File: config.mk
export PLATFORM = sky130hd
export DESIGN_NAME = debug_ring_scheduler
export DESIGN_NICKNAME = d
export VERILOG_FILES = /design/src/rtl/debug_ring_scheduler.sv
export SDC_FILE = /design/constraint.sdc
export NUM_CORES = 1
export LEC_CHECK = 0
export ABC_AREA = 1
export BUFFER_PORTS_ARGS = -buffer_cell sky130_fd_sc_hd__buf_2
export CAP_MARGIN = 30
export CORE_ASPECT_RATIO = 1.2
export CORE_MARGIN = 1.5
export CORE_UTILIZATION = 62
export DETAILED_ROUTE_END_ITERATION = 7
export PLACE_DENSITY = 0.88
export SETUP_SLACK_MARGIN = 0.4
export SYNTH_ARGS = -nofsm -noshare
export SYNTH_HDL_FRONTEND = slang
export SYNTH_SLANG_ARGS = --single-unit
export TNS_END_PERCENT = 1
File: constraint.sdc
create_clock -name mclk -period 4.2 [get_ports mclk]
set_clock_uncertainty 0.2 [all_clocks]
set_input_delay 0.63 -clock mclk [delete_from_list [all_inputs] [get_ports mclk]]
set_output_delay 0.63 -clock mclk [all_outputs]
set_load 0.02 [all_outputs]
File: src/rtl/debug_ring_scheduler.sv
// debug_ring_scheduler: on a manual or periodic trigger, loads the debug ring once, then shifts N 32-bit words into a FWFT FIFO.
// Latency: accepted trigger at cycle 0 -> busy and first debug_sl=1 at cycle 1; word pushed at t -> rd_valid at t+1.
// Backpressure: a full FIFO parks the sequencer in PUSH with debug_sl=0, so the ring simply pauses between words.
// Ports: mclk / mrst_n          clock, asynchronous active-low reset
//        cfg_we/cfg_addr/cfg_data register writes: 0 ctrl {clr_ovr,cont,en}, 1 period, 2 word count
//        trig                   single-cycle manual trigger (ignored while en=0)
//        debug_do/sl/di         ring wires (do tied low, sl = 0 idle / 1,0 shift / 1,1 load)
//        rd_data/valid/ready    FIFO drain port
//        busy/overrun/frame_cnt status: frame active, sticky dropped trigger, completed frames
module debug_ring_scheduler #(
   parameter int DEBUG_CMD_LATENCY = 2,
   parameter int FIFO_LOG2         = 4,
   parameter int PERIOD_WIDTH      = 16
) (
   input  logic        mclk,
   input  logic        mrst_n,
   input  logic        cfg_we,
   input  logic [1:0]  cfg_addr,
   input  logic [31:0] cfg_data,
   input  logic        trig,
   output logic        debug_do,
   output logic        debug_sl,
   input  logic        debug_di,
   output logic [31:0] rd_data,
   output logic        rd_valid,
   input  logic        rd_ready,
   output logic        busy,
   output logic        overrun,
   output logic [15:0] frame_cnt
);

   localparam int DEPTH = 1 << FIFO_LOG2;
   localparam logic [5:0] DRAIN_LAST = 6'(DEBUG_CMD_LATENCY);

   typedef enum logic [2:0] {S_IDLE, S_LOAD, S_SHIFT, S_DRAIN, S_PUSH, S_DONE} state_t;

   state_t                  state;
   logic                    en, cont;
   logic [PERIOD_WIDTH-1:0] period_reg, period_act, tmr;
   logic [7:0]              wcount_reg, words_left;
   logic [5:0]              cnt;
   logic                    sl_q;
   logic [DEBUG_CMD_LATENCY:0] pipe;
   logic [31:0]             word;
   logic                    tmr_wrap, fire, any_trig, clr_ovr;
   logic                    push, pop, fifo_full;
   logic [31:0]             mem [DEPTH];
   logic [FIFO_LOG2-1:0]    wptr, rptr;
   logic [FIFO_LOG2:0]      fifo_cnt;
   logic                    unused_cfg;

   assign unused_cfg = ^cfg_data;
   assign debug_do   = 1'b0;
   assign debug_sl   = sl_q;
   assign busy       = (state != S_IDLE);

   // period_act is the period in force for the current timer lap; new writes are picked up at the wrap.
   assign tmr_wrap = (period_act != '0) && (tmr == period_act - PERIOD_WIDTH'(1));
   assign fire     = cont && en && tmr_wrap;
   assign any_trig = (trig && en) || fire;
   assign clr_ovr  = cfg_we && (cfg_addr == 2'd0) && cfg_data[2];

   always_ff @(posedge mclk or negedge mrst_n) begin
      if (!mrst_n) begin
         en         <= 1'b0;
         cont       <= 1'b0;
         period_reg <= '0;
         wcount_reg <= '0;
      end else if (cfg_we) begin
         case (cfg_addr)
            2'd0:    begin en <= cfg_data[0]; cont <= cfg_data[1]; end
            2'd1:    period_reg <= cfg_data[PERIOD_WIDTH-1:0];
            2'd2:    wcount_reg <= cfg_data[7:0];
            default: ;
         endcase
      end
   end

   // Free-running period timer; independent of the sequencer state.
   always_ff @(posedge mclk or negedge mrst_n) begin
      if (!mrst_n) begin
         tmr        <= '0;
         period_act <= '0;
      end else if (period_act == '0 || tmr_wrap) begin
         tmr        <= '0;
         period_act <= period_reg;
      end else begin
         tmr <= tmr + PERIOD_WIDTH'(1);
      end
   end

   // A drop in the same cycle as a clear leaves overrun set: the newer event wins.
   always_ff @(posedge mclk or negedge mrst_n) begin
      if (!mrst_n)               overrun <= 1'b0;
      else if (busy && any_trig) overrun <= 1'b1;
      else if (clr_ovr)          overrun <= 1'b0;
   end

   // Sequencer. debug_sl is registered alongside the state so it is glitch-free on the ring.
   always_ff @(posedge mclk or negedge mrst_n) begin
      if (!mrst_n) begin
         state      <= S_IDLE;
         cnt        <= '0;
         words_left <= '0;
         sl_q       <= 1'b0;
         frame_cnt  <= '0;
      end else begin
         case (state)
            S_IDLE: if (any_trig) begin
               state      <= S_LOAD;
               cnt        <= '0;
               sl_q       <= 1'b1;
               words_left <= wcount_reg;
            end
            S_LOAD: begin
               if (cnt == 6'd0) begin
                  cnt <= 6'd1;
               end else if (words_left == 8'd0) begin
                  state     <= S_DONE;
                  sl_q      <= 1'b0;
                  frame_cnt <= frame_cnt + 16'd1;
               end else begin
                  state <= S_SHIFT;
                  cnt   <= '0;
                  sl_q  <= 1'b1;
               end
            end
            S_SHIFT: begin
               // Even cnt cycles carry sl=1, odd ones sl=0: 32 (1,0) pulses in 64 cycles.
               if (cnt == 6'd63) begin
                  state <= S_DRAIN;
                  cnt   <= '0;
                  sl_q  <= 1'b0;
               end else begin
                  cnt  <= cnt + 6'd1;
                  sl_q <= cnt[0];
               end
            end
            S_DRAIN: begin
               if (cnt == DRAIN_LAST) begin
                  state <= S_PUSH;
                  cnt   <= '0;
               end else begin
                  cnt <= cnt + 6'd1;
               end
            end
            S_PUSH: if (!fifo_full) begin
               if (words_left == 8'd1) begin
                  state     <= S_DONE;
                  frame_cnt <= frame_cnt + 16'd1;
               end else begin
                  state      <= S_SHIFT;
                  words_left <= words_left - 8'd1;
                  sl_q       <= 1'b1;
               end
            end
            S_DONE:  state <= S_IDLE;
            default: state <= S_IDLE;
         endcase
      end
   end

   // The ring answers a pulse issued at t with its bit on debug_di at t+LAT+1; pipe tracks that delay.
   always_ff @(posedge mclk or negedge mrst_n) begin
      if (!mrst_n) begin
         pipe <= '0;
         word <= '0;
      end else begin
         pipe <= {pipe[DEBUG_CMD_LATENCY-1:0], (sl_q && state == S_SHIFT)};
         if (pipe[DEBUG_CMD_LATENCY]) word <= {debug_di, word[31:1]};
      end
   end

   // First-word-fall-through FIFO.
   assign fifo_full = (fifo_cnt == (FIFO_LOG2+1)'(DEPTH));
   assign rd_valid  = (fifo_cnt != '0);
   assign rd_data   = mem[rptr];
   assign push      = (state == S_PUSH) && !fifo_full;
   assign pop       = rd_valid && rd_ready;

   always_ff @(posedge mclk) begin
      if (push) mem[wptr] <= word;
   end

   always_ff @(posedge mclk or negedge mrst_n) begin
      if (!mrst_n) begin
         wptr     <= '0;
         rptr     <= '0;
         fifo_cnt <= '0;
      end else begin
         if (push) wptr <= wptr + FIFO_LOG2'(1);
         if (pop)  rptr <= rptr + FIFO_LOG2'(1);
         case ({push, pop})
            2'b10:   fifo_cnt <= fifo_cnt + (FIFO_LOG2+1)'(1);
            2'b01:   fifo_cnt <= fifo_cnt - (FIFO_LOG2+1)'(1);
            default: ;
         endcase
      end
   end

endmodule

* After elaboration in Yosys (flattened, before gate mapping)
Memory sizes are Yosys's and may differ from the RTL's.
Index checks and enable logic that the tools add are counted.
** Word-level totals
- Memory bits (writable) :: 512
- Bits of input ports :: 40
- Logic and storage cells :: 120
- Memories kept :: 1
- Flip-flop bits (word level) :: 141
- Output and inout bits :: 53
** Cells by class
- Add/sub/neg operators :: 9
- Reductions and logical operators :: 35
- Equality and inequality tests :: 22
- Mux-type cells :: 36
** Memories
- mem :: words 16, width 32, rd ports 1, clocked after memory_dff 0, wr ports 1, RTL line 47 : logic [31:0] mem [DEPTH];
** Operators by type and width (number)
- $mux W16 :: 5
- $add A16 B1 Y16 const B :: 2
- $pmux W16 S2 :: 1
- $mux W6 :: 5
- $mux W8 :: 3
- $pmux W6 S4 :: 1
- $mux W3 :: 7
- $eq A16 B16 Y1 :: 1
- $logic_not A16 Y1 :: 1
- $ne A2 B2 Y1 const B :: 8
- $pmux W8 S2 :: 1
- $reduce_bool A16 Y1 :: 1
- $sub A16 B1 Y16 const B :: 1
- $pmux W3 S5 :: 1
- $reduce_and A5 Y1 :: 3
- $logic_and A1 B1 Y1 :: 10
- $mux W1 :: 10
- $pmux W5 S2 :: 1
- $add A4 B1 Y4 const B :: 2
- $eq A8 B1 Y1 const B :: 1
- $logic_not A8 Y1 :: 1
- $reduce_bool A2 Y1 :: 4
- $reduce_bool A4 Y1 :: 2
- $sub A8 B1 Y8 const B :: 1
- 23 further kinds :: 29

* Depth between registers and ports, before layout
- Depth in word-level cells :: 7
- Depth in mapped cells :: 18
- Gate-level depth less buffers :: 16

* Worst setup path before layout
OpenSTA, ideal clock, no wires.
- Kind :: flip-flop to flip-flop
- Start point :: reg state[0]
- End point :: mem mem[11][0] (enable)
- Slack :: 1.014 ns
- Period minus slack after synthesis :: 3.186 ns
- Data arrival time :: 2.565 ns
- Library setup time :: 0.421 ns
- Stages on the path, launching flop included :: 8
- Cell sequence :: dfrtp_1 -> nor2_1 -> inv_2 -> nor2_2 -> nand2_1 -> inv_1 -> nand2_1 -> nor2_1
** Between the ends
- Word-level cells in the longest chain between the ends :: 4
** Ends and longest elaborated chain
- start, declared :: RTL line 37 : state_t state;
- start signal, assigned :: RTL line 102 : state <= S_IDLE;
- start signal, assigned :: RTL line 110 : state <= S_LOAD;
- start signal, assigned :: RTL line 119 : state <= S_DONE;
- $eq A3 B3 Y1 :: RTL line 178 : assign push = (state == S_PUSH) && !fifo_full;
- $logic_and A1 B1 Y1 :: RTL line 178
- $mux W1 :: RTL line 182 : if (push) mem[wptr] <= word;
- $mux W1 (not written as such) :: RTL line 182
- end, declared :: RTL line 47
Every way passes these cells.

* Final worst setup path
- Start point :: reg rptr[0]
- End point :: out rd_data[16]
** Between the ends
- Word-level cells in the longest chain between the ends :: 1
** Ends and longest elaborated chain
- start, declared :: RTL line 48 : logic [FIFO_LOG2-1:0] wptr, rptr;
- start signal, assigned :: RTL line 192 : if (pop) rptr <= rptr + FIFO_LOG2'(1);
- $mem_v2 Z16 W32
- end, declared :: RTL line 24 : output logic [31:0] rd_data,
Every way passes these cells.

==> summary.md <==
| Metric | Value |
|---|---|
| Post-synth cell types | `45` |
| Starting DRT DRC Count | `2296` |
| Worst hold path type | `in -> reg` |
| Biggest regs | `mem x512, word x32` |
| Crit path time final | `3.802 ns` |
| Clk_lat worst skew | `0.63 ns` |
| Antenna viol nets, final | `0` |
| Vias/cell | `6.412` |
| I/O pin total | `93` |
| Vias in the first global route | `17706` |
| Max_slew headroom | `26.69%` |
| Number of flip-flops in the largest register | `512` |
| CP max stage delay | `0.51 ns` |
| Initial core utilization | `62.82%` |
| Critical Path AT | `2.97 ns` |
| Number of synthesized register bits | `653` |
| CTS sink cnt | `653` |
| Buffer depth of the longest clock path | `3` |
| DIE HEIGHT | `231.1 um` |
| Crit path buffers/inverters | `2` |
| Max-cap violation count | `0` |
| Via count | `17812` |
| Port Buffers | `75` |
| Final nets | `2236` |
| LEAKAGE | `11.09 nW` |
| Max Fclk | `263.0 MHz` |
| # setup viols final | `0` |
| First-pass GRT wire length | `97.44 mm` |
| Die area | `44620 sq um` |
| Max-slew violations | `0` |
| P&R area growth vs syn | `11.60%` |
| Most flops, register | `mem` |
| Run status | `finished, final reports clean` |
| Crit-path slowest cell | `dfrtp_4` |
| YS warnings | `0` |
| Drt drc | `0` |
| Clk root buf | `clkbuf_16` |
| Total negative setup slack | `0 ns` |
| CTS tree | `built` |
| Crit path cell chain | `buf_16, o21ai_0, o221ai_1, nand3_1, nand2_1, buf_2` |
| Maximum VDD drop | `0.7440 mV` |
| Share of cells above drive strength 1 | `11.86%` |
| Die width | `193.1 um` |
| Total Power | `20.64 mW` |
| Detailed Place HPWL | `33.13 mm` |
| Routability cong. | `0.8632` |
| Crit. End Element | `output pin` |
| Critical Path RT | `3.37 ns` |
| RSZ-0062 raised after global routing | `true` |
| Seq/Total Area, Yosys | `70.33%` |
| H-Tree Depth | `2` |
| Startpoint Class | `register` |
| Filler cells | `2585` |
| Rows | `83` |
| Largest net degree at the start of global routing | `175` |
| Final WL | `63.35 mm` |
| CTS clock-pin slew for the worst setup and hold paths | `0.06 ns` |
| Grt total ovfl | `0` |
| Core footprint | `42790 sq um` |
| Pwr per Cell Area | `688.2 nW/um^2` |
| CP top delay family | `compound AO/OA/AOI/OAI gates` |
| Syn Inst Count | `2122` |
| Crit path kind | `reg -> out` |
| Crit share post-route | `90.53%` |
| Hold WS | `0.04950 ns` |
| GRT Total Usage | `28.82%` |
| Mean routed wirelength per cell | `22.80 um` |
| Clock buffer count from CTS | `57` |
| Syn_area_per_cell | `12.67 sq um` |
| Synthesized cell area | `26880 sq um` |
| Worst-path maximum fanout | `174` |
| Slew @ Worst Pin | `1.100 ns` |
| Diode count | `0` |
| Initial antenna violation count | `0` |
| Endpoints failing hold | `0` |
| TritonRoute pass-1 iters | `6` |
| Syn nets | `2180` |
through the flow:
step | util [%] | instance area, sq um | cells | worst slack (ns)
after CTS | 69.97 | 29940 | 2776 | 0.3946
after detailed placement | 65.58 | 28060 | 2668 | 1.091
final | 70.11 | 30000 | 2778 | 0.3976
after global placement | 65.53 | 28040 | 2667 | 1.224
after floorplan | - | 26880 | 2122 | 1.014
after global routing | 70.11 | 30000 | 2778 | 0.3707
synth_stat cells, drive strengths merged:
cell,n,area share [%]
xnor2,20,0.65
a21oi,31,0.58
dfrtp,141,13
o211a,1,0.037
a31oi,2,0.047
nand2,257,3.6
o211ai,40,1.1
o221ai,90,2.9
nor3,12,0.24
nor2,318,4.6
fa,1,0.074
inv,105,1.5
o22ai,1,0.023
mux2,5,0.21
buf,22,0.48
edfxtp,512,57
nand4,21,0.49
mux2i,90,3.4
a21boi,1,0.028
o32ai,38,1.2
xor2,24,0.78
nor3b,7,0.20
a211oi,1,0.028
nor4,5,0.12
conb,1,0.014
o21ai,192,3.6
clkinv,5,0.070
o22a,1,0.033
ha,17,0.79
nand3b,6,0.17
clkbuf,92,1.3
nand3,57,1.2
or2,4,0.093
o21bai,2,0.056
layer usage:
metal  up-vias  global-route usage [%]  wire, um
met3       188                   5.391      6351
li1       7807                       -         -
met1      8704                   37.32     22680
met2      1113                   47.98     31890
met4         0                   11.95      2427
met5         -                       0         0
kinds of logic (layout without fill, tap and decap cells):
family	count (synthesis)	count (layout)	share of synthesized area [%]
buffers and inverters	224	328	3.305
adders and majority gates	18	18	0.8658
xor gates and xnor gates	44	44	1.434
other	1	1	0.01395
and+or+nand+nor	687	687	10.76
muxes	95	95	3.561
AOI/OAI and AO/OA	400	400	9.734
DFF	653	653	70.33
worst reg2reg max path: stages (launching register included):
cell	delay, ns
dfrtp_1	0.41
nor2_1	0.14
inv_2	0.08
nor2_2	0.31
nand2_1	0.18
inv_1	0.18
nand2_1	0.28
nor2_4	0.56
buf_4	0.37
repair_timing:
item                       CTS  global route
hold endpoints to repair   102             0
setup endpoints to repair    3            17
gates resized for setup      1             2
buffers inserted             0             1
hold buffers                 1             0
area by class of cell:
type	instances	area, sq um	share of cell area, %
sequential	653	18920	63.06
multi-input combinational	1245	7207	24.03
clock buffer	78	1592	5.306
timing repair buffer	111	898.4	2.995
tap	552	690.7	2.302
inverter	110	417.9	1.393
clock inverter	29	275.3	0.9177
power by group:
part | total (mW) | switching, mW | internal (mW)
registers | 9.19 | 1.02 | 8.17
logic | 6.22 | 4.21 | 2.01
clock network | 5.24 | 2.33 | 2.91
final timing paths:
kind / from / end / slack (ns) / cells after the start
worst max-delay path: rptr[0]$_DFFE_PN0P_ / rd_data[16] / 0.40 / 6
worst min-delay path: cfg_data[9] / period_reg[9]$_DFFE_PN0P_ / 0.05 / 2
worst max register to register: state[0]$_DFFE_PN0P_ / mem[4][19]$_DFFE_PP_ / 1.17 / 8
worst min register to register: pipe[1]$_DFF_PN0_ / pipe[2]$_DFF_PN0_ / 0.15 / 0
max in group asynchronous: mrst_n / rptr[0]$_DFFE_PN0P_ / 2.85 / 3
min in group asynchronous: mrst_n / frame_cnt[14]$_DFFE_PN0P_ / 0.17 / 2
layout by cell type, fill, tap and decap left out, types with 7 or more instances in the layout:
cell	count
buf_12	16
inv_1	97
clkinv_1	12
inv_2	8
nand4_1	21
buf_2	74
o32ai_1	38
mux2i_1	90
clkbuf_16	59
buf_4	16
nor2_2	13
o221ai_1	90
nand3_1	51
nor2_1	286
edfxtp_1	512
xnor2_1	20
xor2_1	24
dfrtp_1	137
ha_1	17
a21oi_1	31
nor3_1	11
o21ai_0	186
clkbuf_1	14
nor2_4	19
nor3b_1	7
nand2_1	252
o211ai_1	40
clkinv_2	10
No activity file was read; power rests on OpenSTA's default activity.
